`src/rtl/yazmac_obegi.sv`:
```
// RISC-V integer register file: 32 x VERI_BIT, two combinational read ports
// with write-first bypass, one write port, x0 hard-wired to zero.
module yazmac_obegi #(
    parameter int VERI_BIT  = 32,
    parameter int ADRES_BIT = 5
) (
    input  logic                 clk_i,
    input  logic                 rst_i,
    input  logic [ADRES_BIT-1:0] oku1_adr_i,
    input  logic [ADRES_BIT-1:0] oku2_adr_i,
    output logic [VERI_BIT-1:0]  oku1_deger_o,
    output logic [VERI_BIT-1:0]  oku2_deger_o,
    input  logic [ADRES_BIT-1:0] yaz_adr_i,
    input  logic [VERI_BIT-1:0]  yaz_deger_i,
    input  logic                 yaz_i
);

    localparam int REG_SAYISI = 2 ** ADRES_BIT;

    logic [VERI_BIT-1:0] kayit [REG_SAYISI];
    logic                yaz_gecerli;

    // A write takes effect only outside reset and never to x0.
    assign yaz_gecerli = rst_i && yaz_i && (yaz_adr_i != '0);

    always_ff @(posedge clk_i) begin
        if (!rst_i) begin
            kayit <= '{default: '0};
        end else if (yaz_gecerli) begin
            kayit[yaz_adr_i] <= yaz_deger_i;
        end
    end

    // Read mux: reset and x0 force zero; a same-cycle write to the
    // addressed register is forwarded ahead of the stored value.
    function automatic logic [VERI_BIT-1:0] oku(
        input logic                 rst_n,
        input logic                 bypass_en,
        input logic [ADRES_BIT-1:0] adr,
        input logic [ADRES_BIT-1:0] yaz_adr,
        input logic [VERI_BIT-1:0]  yaz_deger,
        input logic [VERI_BIT-1:0]  saklanan
    );
        logic [VERI_BIT-1:0] sonuc;
        sonuc = saklanan;
        if (!rst_n || adr == '0) begin
            sonuc = '0;
        end else if (bypass_en && adr == yaz_adr) begin
            sonuc = yaz_deger;
        end
        return sonuc;
    endfunction

    always_comb begin
        oku1_deger_o = '0;
        oku2_deger_o = '0;
        oku1_deger_o = oku(rst_i, yaz_gecerli, oku1_adr_i, yaz_adr_i,
                           yaz_deger_i, kayit[oku1_adr_i]);
        oku2_deger_o = oku(rst_i, yaz_gecerli, oku2_adr_i, yaz_adr_i,
                           yaz_deger_i, kayit[oku2_adr_i]);
    end

endmodule

```
`config.mk`:
```
export PLATFORM = sky130hd
export DESIGN_NAME = yazmac_obegi
export DESIGN_NICKNAME = d
export VERILOG_FILES = /design/src/rtl/yazmac_obegi.sv
export SDC_FILE = /design/constraint.sdc
export NUM_CORES = 2
export LEC_CHECK = 0
export CORE_UTILIZATION = 55
export DETAILED_ROUTE_END_ITERATION = 8
export PLACE_DENSITY = 0.72
export SETUP_SLACK_MARGIN = 0.4
export SLEW_MARGIN = 10
export SYNTH_ARGS = -nofsm -noshare
export SYNTH_HDL_FRONTEND = slang
export SYNTH_SLANG_ARGS = --single-unit
```
`constraint.sdc`:
```
create_clock -name clk_i -period 5.1 [get_ports clk_i]
set_clock_uncertainty 0.1 [all_clocks]
set_input_delay 0.765 -clock clk_i [delete_from_list [all_inputs] [get_ports clk_i]]
set_output_delay 0.765 -clock clk_i [all_outputs]
set_load 0.02 [all_outputs]
```
* Word level (Yosys, flattened, before mapping)
Cells that the tools add are included.
** Operators by class
- Multipliers :: 0
- Order comparisons :: 4
- Bitwise gates (word level) :: 3
- Equality and inequality tests :: 2
- Multiplexer cells :: 13
- Shift-type cells :: 0
- Add/sub/neg operators :: 0
- Reduce and logical (&&, ||, !) cells :: 11
- Div/mod/pow operators :: 0
** Operators by type and width (number)
- 1024-bit bitwise mux :: 1
- 32-bit binary-select mux with 5-bit select :: 2
- 32-bit 2-to-1 mux :: 9
- 32-bit demux with 5-bit select :: 1
- 6-bit >= comparator (second input constant) :: 3
- 5-bit inverter with 6-bit output :: 3
- 5-bit == test :: 2
- 5-bit zero test :: 2
- 6-bit by 1-bit < comparator with 1-bit output (second input constant) :: 1
- 1-bit logical AND :: 5
- 5-bit nonzero test :: 1
- 1-bit logical OR :: 2
- 1-bit zero test :: 1
** Storage, ports and cells
- Bits of input ports :: 50
- Output and inout port bits :: 64
- Memories kept :: 0
- Bits in read-only memories :: 0
- Bits in registers :: 1024
- Memory bits (writable) :: 0
- Latch bits :: 0
- Word-level logic and storage cells :: 65

* Depth between registers and ports, before layout
- Depth after elaboration :: 6
- Depth in mapped cells :: 9
- Mapped depth without buffers :: 5

* Worst setup path after synthesis
OpenSTA, ideal clock, no wires.
- Kind :: input port to output port
- Start :: input port oku2_adr_i[1]
- End :: output port oku2_deger_o[23]
- Path buffers :: 4
- Stages on the path :: 8
- Data required time :: 4235 ps
- Arrival :: 2567 ps
- Slack :: 1668 ps
- Cell sequence :: buf_2 > buf_4 > buf_2 > buf_1 > mux4_2 > a22oi_1 > a21oi_1 > a211o_1
** On the way
- Word-level cells in the longest chain between the ends :: 6
- Elaborated cells on any way between the ends :: 10
- Those cells by class :: 1 x eq/ne; 5 x mux; 1 x bitwise; 3 x reduce/logical
** Ends and longest elaborated chain
- from (decl) :: line 10 : input logic [ADRES_BIT-1:0] oku2_adr_i,
- 5-bit inverter with 6-bit output (not written as such) :: line 60 : yaz_deger_i, kayit[oku2_adr_i]);
- 32-bit binary-select mux with 5-bit select :: line 60
- 32-bit 2-to-1 mux (not written as such) (2 in series) :: line 60
- 32-bit 2-to-1 mux :: line 48 : end else if (bypass_en && adr == yaz_adr) begin
- 32-bit 2-to-1 mux * :: line 46 : if (!rst_n || adr == '0) begin
- to (decl) :: line 12 : output logic [VERI_BIT-1:0] oku2_deger_o,
Every way passes the cells marked *; elsewhere a longest branch is shown, timed or not. The select of a mux whose other input is x is not followed.

* Worst setup path after layout
- Start :: input port yaz_adr_i[4]
- End :: output port oku1_deger_o[5]
** On the way
- Word-level cells in the longest chain between the ends :: 5
- Elaborated cells on any way between the ends :: 6
- Those cells by class :: 1 x eq/ne; 2 x mux; 3 x reduce/logical
** Ends and longest elaborated chain
- from (decl) :: line 13 : input logic [ADRES_BIT-1:0] yaz_adr_i,
- 5-bit nonzero test :: line 24 : assign yaz_gecerli = rst_i && yaz_i && (yaz_adr_i != '0);
- 1-bit logical AND :: line 24
- 1-bit logical AND * :: line 48
- 32-bit 2-to-1 mux * :: line 48
- 32-bit 2-to-1 mux * :: line 46
- to (decl) :: line 11 : output logic [VERI_BIT-1:0] oku1_deger_o,
Every way passes the cells marked *; elsewhere a longest branch is shown, timed or not.

==> results.json <==
{
  "io_pins": 114,
  "worst_pin_slew_ns": 1.111,
  "seq_area_frac_synth_pct": 37.18,
  "crit_fanout": 32,
  "synth_fp_nets": 6145,
  "ys_ff_latch": 1024,
  "fin_nets": 5952,
  "slew_viol_final": 0,
  "routed_wl_mm": 198.1,
  "finalSetupViolations": 0,
  "grt.met1_usage_pct": 49.78,
  "syn_inst": 6095,
  "clock_sinks": 1024,
  "crit_arrival_ns": 3.87,
  "cts_tree": "done",
  "p_leak_nw": 20.41,
  "fin_util_pct": 62.43,
  "grt_pass1_vias": 46559,
  "fin_total_pwr_mw": 18.12,
  "finalNonFillerCells": 7283,
  "cts_root_buf": "clkbuf_16",
  "yosysTopAreaCell": "dfxtp_1",
  "crit_path_top_delay_cell": "clkdlybuf4s50_1",
  "overflow": 0,
  "grt_max_degree": 242,
  "dr_total_vias": 48280,
  "row_count": 115,
  "hold_violations": 0,
  "yosys-top-cells-count": "nand2_1 (2018), dfxtp_1 (1024), a21boi_0 (829)",
  "status": "complete, no violations",
  "regMostFlops": "kayit",
  "synth_edf_count": 0,
  "avgSynthCellArea_sq_um": 9.046,
  "drv_cap": 0,
  "area_delta_synth_final_pct": 11.92,
  "cts_max_level": 3,
  "netlist_area_sq_um": 55140,
  "rsz0062_at_grt": "false",
  "relSlewSlack_pct": 25.92,
  "die_area_sq_um": 101500,
  "fmax_mhz": 211.4,
  "ctsHoldBuffers": 0,
  "cp_common_cell": "clkdlybuf4s50_1",
  "largest_register_ff_count": 1024,
  "cp-end-kind": "output port",
  "cts_buffers": 107,
  "period_minus_slack_ns": 4.731,
  "placedCellCount": 7077,
  "grt.total_usage_pct": 38.28,
  "top_regs": "kayit: 1024 flops",
  "peakVddDrop_v": 0.0002784,
  "ys_warn_count": 0,
  "seq_area_sq_um": 20500,
  "multi_input_area_sq_um": 32280,
  "ant_nets": 0,
  "layout-drive-gt1-share_pct": 14.65,
  "drc": 0,
  "critical_path.cell_chain": "clkdlybuf4s50_1 > or2_4 > o41ai_4 > buf_4 > o311ai_4 > buf_12 > a21oi_1 > a221o_1 > clkdlybuf4s50_1",
  "use_met3_pct": 10.26,
  "hp-class": "register to register",
  "portBuffers": 113,
  "crit_required_ns": 4.24,
  "clock_latency_ns": 0.69,
  "slowest_delay_ns": 0.63,
  "cts_max_path_buffers": 3,
  "fillers": 7989,
  "async_flop_share_pct": 0,
  "dieWidth_um": 318.6,
  "setup-tns-final_ns": 0,
  "drtIter0Drc": 6336,
  "grt_antenna_before_repair": 10,
  "yosys-top-cells-area": "dfxtp_1 (37%), mux4_2 (16%), nand2_1 (14%), a21boi_0 (11%), mux2i_1 (5.8%)",
  "final.period_utilization_pct": 92.76,
  "power_density_nw_per_um2": 293.6,
  "path_clk_slew_ns": 0.06,
  "drt_pass1_iterations": 6,
  "start_util_pct": 55.78,
  "gp_congestion": 0.9062,
  "startpoint_type": "input pin",
  "hpwl_mm": 117.1,
  "grtUsageMet2_pct": 57.70,
  "critPathKind": "input pin to output port",
  "die_h_um": 318.6,
  "synth_ff_type": "dfxtp_1",
  "vias_per_cell": 6.629,
  "synth.most_common_cell": "nand2_1",
  "top_usage_layer": "met2",
  "yosysTopAreaCellShare_pct": 37.18,
  "grt_pass1_wl_mm": 295.3,
  "synth_cell_types": 39,
  "design.core.area_sq_um": 98850,
  "wl_per_cell_um": 27.20
}
per-layer routing:
| layer | vias up | wire [um] |
|---|---|---|
| met2 | 3086 | 86210 |
| met5 | - | 84 |
| met1 | 23389 | 74970 |
| met4 | 12 | 11390 |
| li1 | 21048 | - |
| met3 | 745 | 25440 |
kinds of logic (layout without fill, tap and decap cells):
logic type | after synthesis | after routing | synth area share, %
AND/OR/NAND/NOR | 2192 | 2192 | 15.51
AO/OA/AOI/OAI | 1510 | 1510 | 20.70
flip-flops | 1024 | 1024 | 37.18
multiplexers | 704 | 704 | 21.49
buffers and inverters | 655 | 552 | 4.961
XOR/XNOR | 10 | 10 | 0.1588
other | 0 | 4 | 0
final cells by class:
type,instances,area share (%)
Clock inverter,40,0.7846
Tap cell,1287,2.609
Inverter,2,0.01216
Multi-Input combinational cell,4416,52.30
Clock buffer,159,5.292
Timing Repair Buffer,351,5.766
Antenna cell,4,0.01622
Sequential cell,1024,33.22
worst paths after layout:
check | slack, ns | startpoint | depth (start not counted) | to
setup / recovery | 0.37 | yaz_adr_i[4] | 9 | oku1_deger_o[5]
setup reg to reg | 4.21 | kayit[645]$_SDFFE_PN0P_ | 2 | kayit[645]$_SDFFE_PN0P_
hold reg to reg | 0.36 | kayit[562]$_SDFFE_PN0P_ | 2 | kayit[562]$_SDFFE_PN0P_
hold / removal | 0.36 | kayit[562]$_SDFFE_PN0P_ | 2 | kayit[562]$_SDFFE_PN0P_
metrics by stage:
stage	setup slack, ns	hold WS, ns	instance area, sq um
finish	0.3695	0.3636	61710
global route	0.3770	0.3798	61700
CTS	0.4245	0.3634	61690
detailed placement	0.2752	0.3550	57920
global placement	0.2868	0.3477	57920
floorplan	1.668	0.3416	55140
where the power goes:
group          internal, mW  switching [mW]  leakage, nW
combinational         0.627            1.09         10.3
clock                  4.88            3.47         1.86
sequential             8.03          0.0229         8.25
layout by cell type, fill, tap and decap left out, types with 5 or more instances in the layout:
cell type,n
a221o_1,32
clkbuf_1,15
a21boi_0,829
a211o_1,32
dfxtp_1,1024
clkdlybuf4s50_1,99
and2_1,32
a211oi_1,96
nor2b_1,68
nor2_4,32
clkinv_2,21
bufinv_16,9
a221oi_1,128
mux4_2,384
clkbuf_16,109
a21oi_1,96
a21boi_1,163
nand2_1,2012
buf_12,50
nor2_1,9
nand2_2,6
nand3_2,10
buf_8,5
mux2i_1,320
o21bai_1,64
xnor2_1,10
buf_4,194
clkbuf_8,35
a22oi_1,64
worst max-delay path: cells and delay by family:
| family | cells | cell delay (ns) |
|---|---|---|
| simple gates | 1 | 0.38 |
| compound gates | 4 | 1.05 |
| buf+inv | 4 | 1.63 |
what timing repair did:
item / CTS / global route
endpoints found under the setup margin: 18 / 10
gates resized for setup: 1 / 2
buffers inserted: 2 / 1
pin swaps: 1 / 2
No activity file was read; power rests on OpenSTA's default activity.
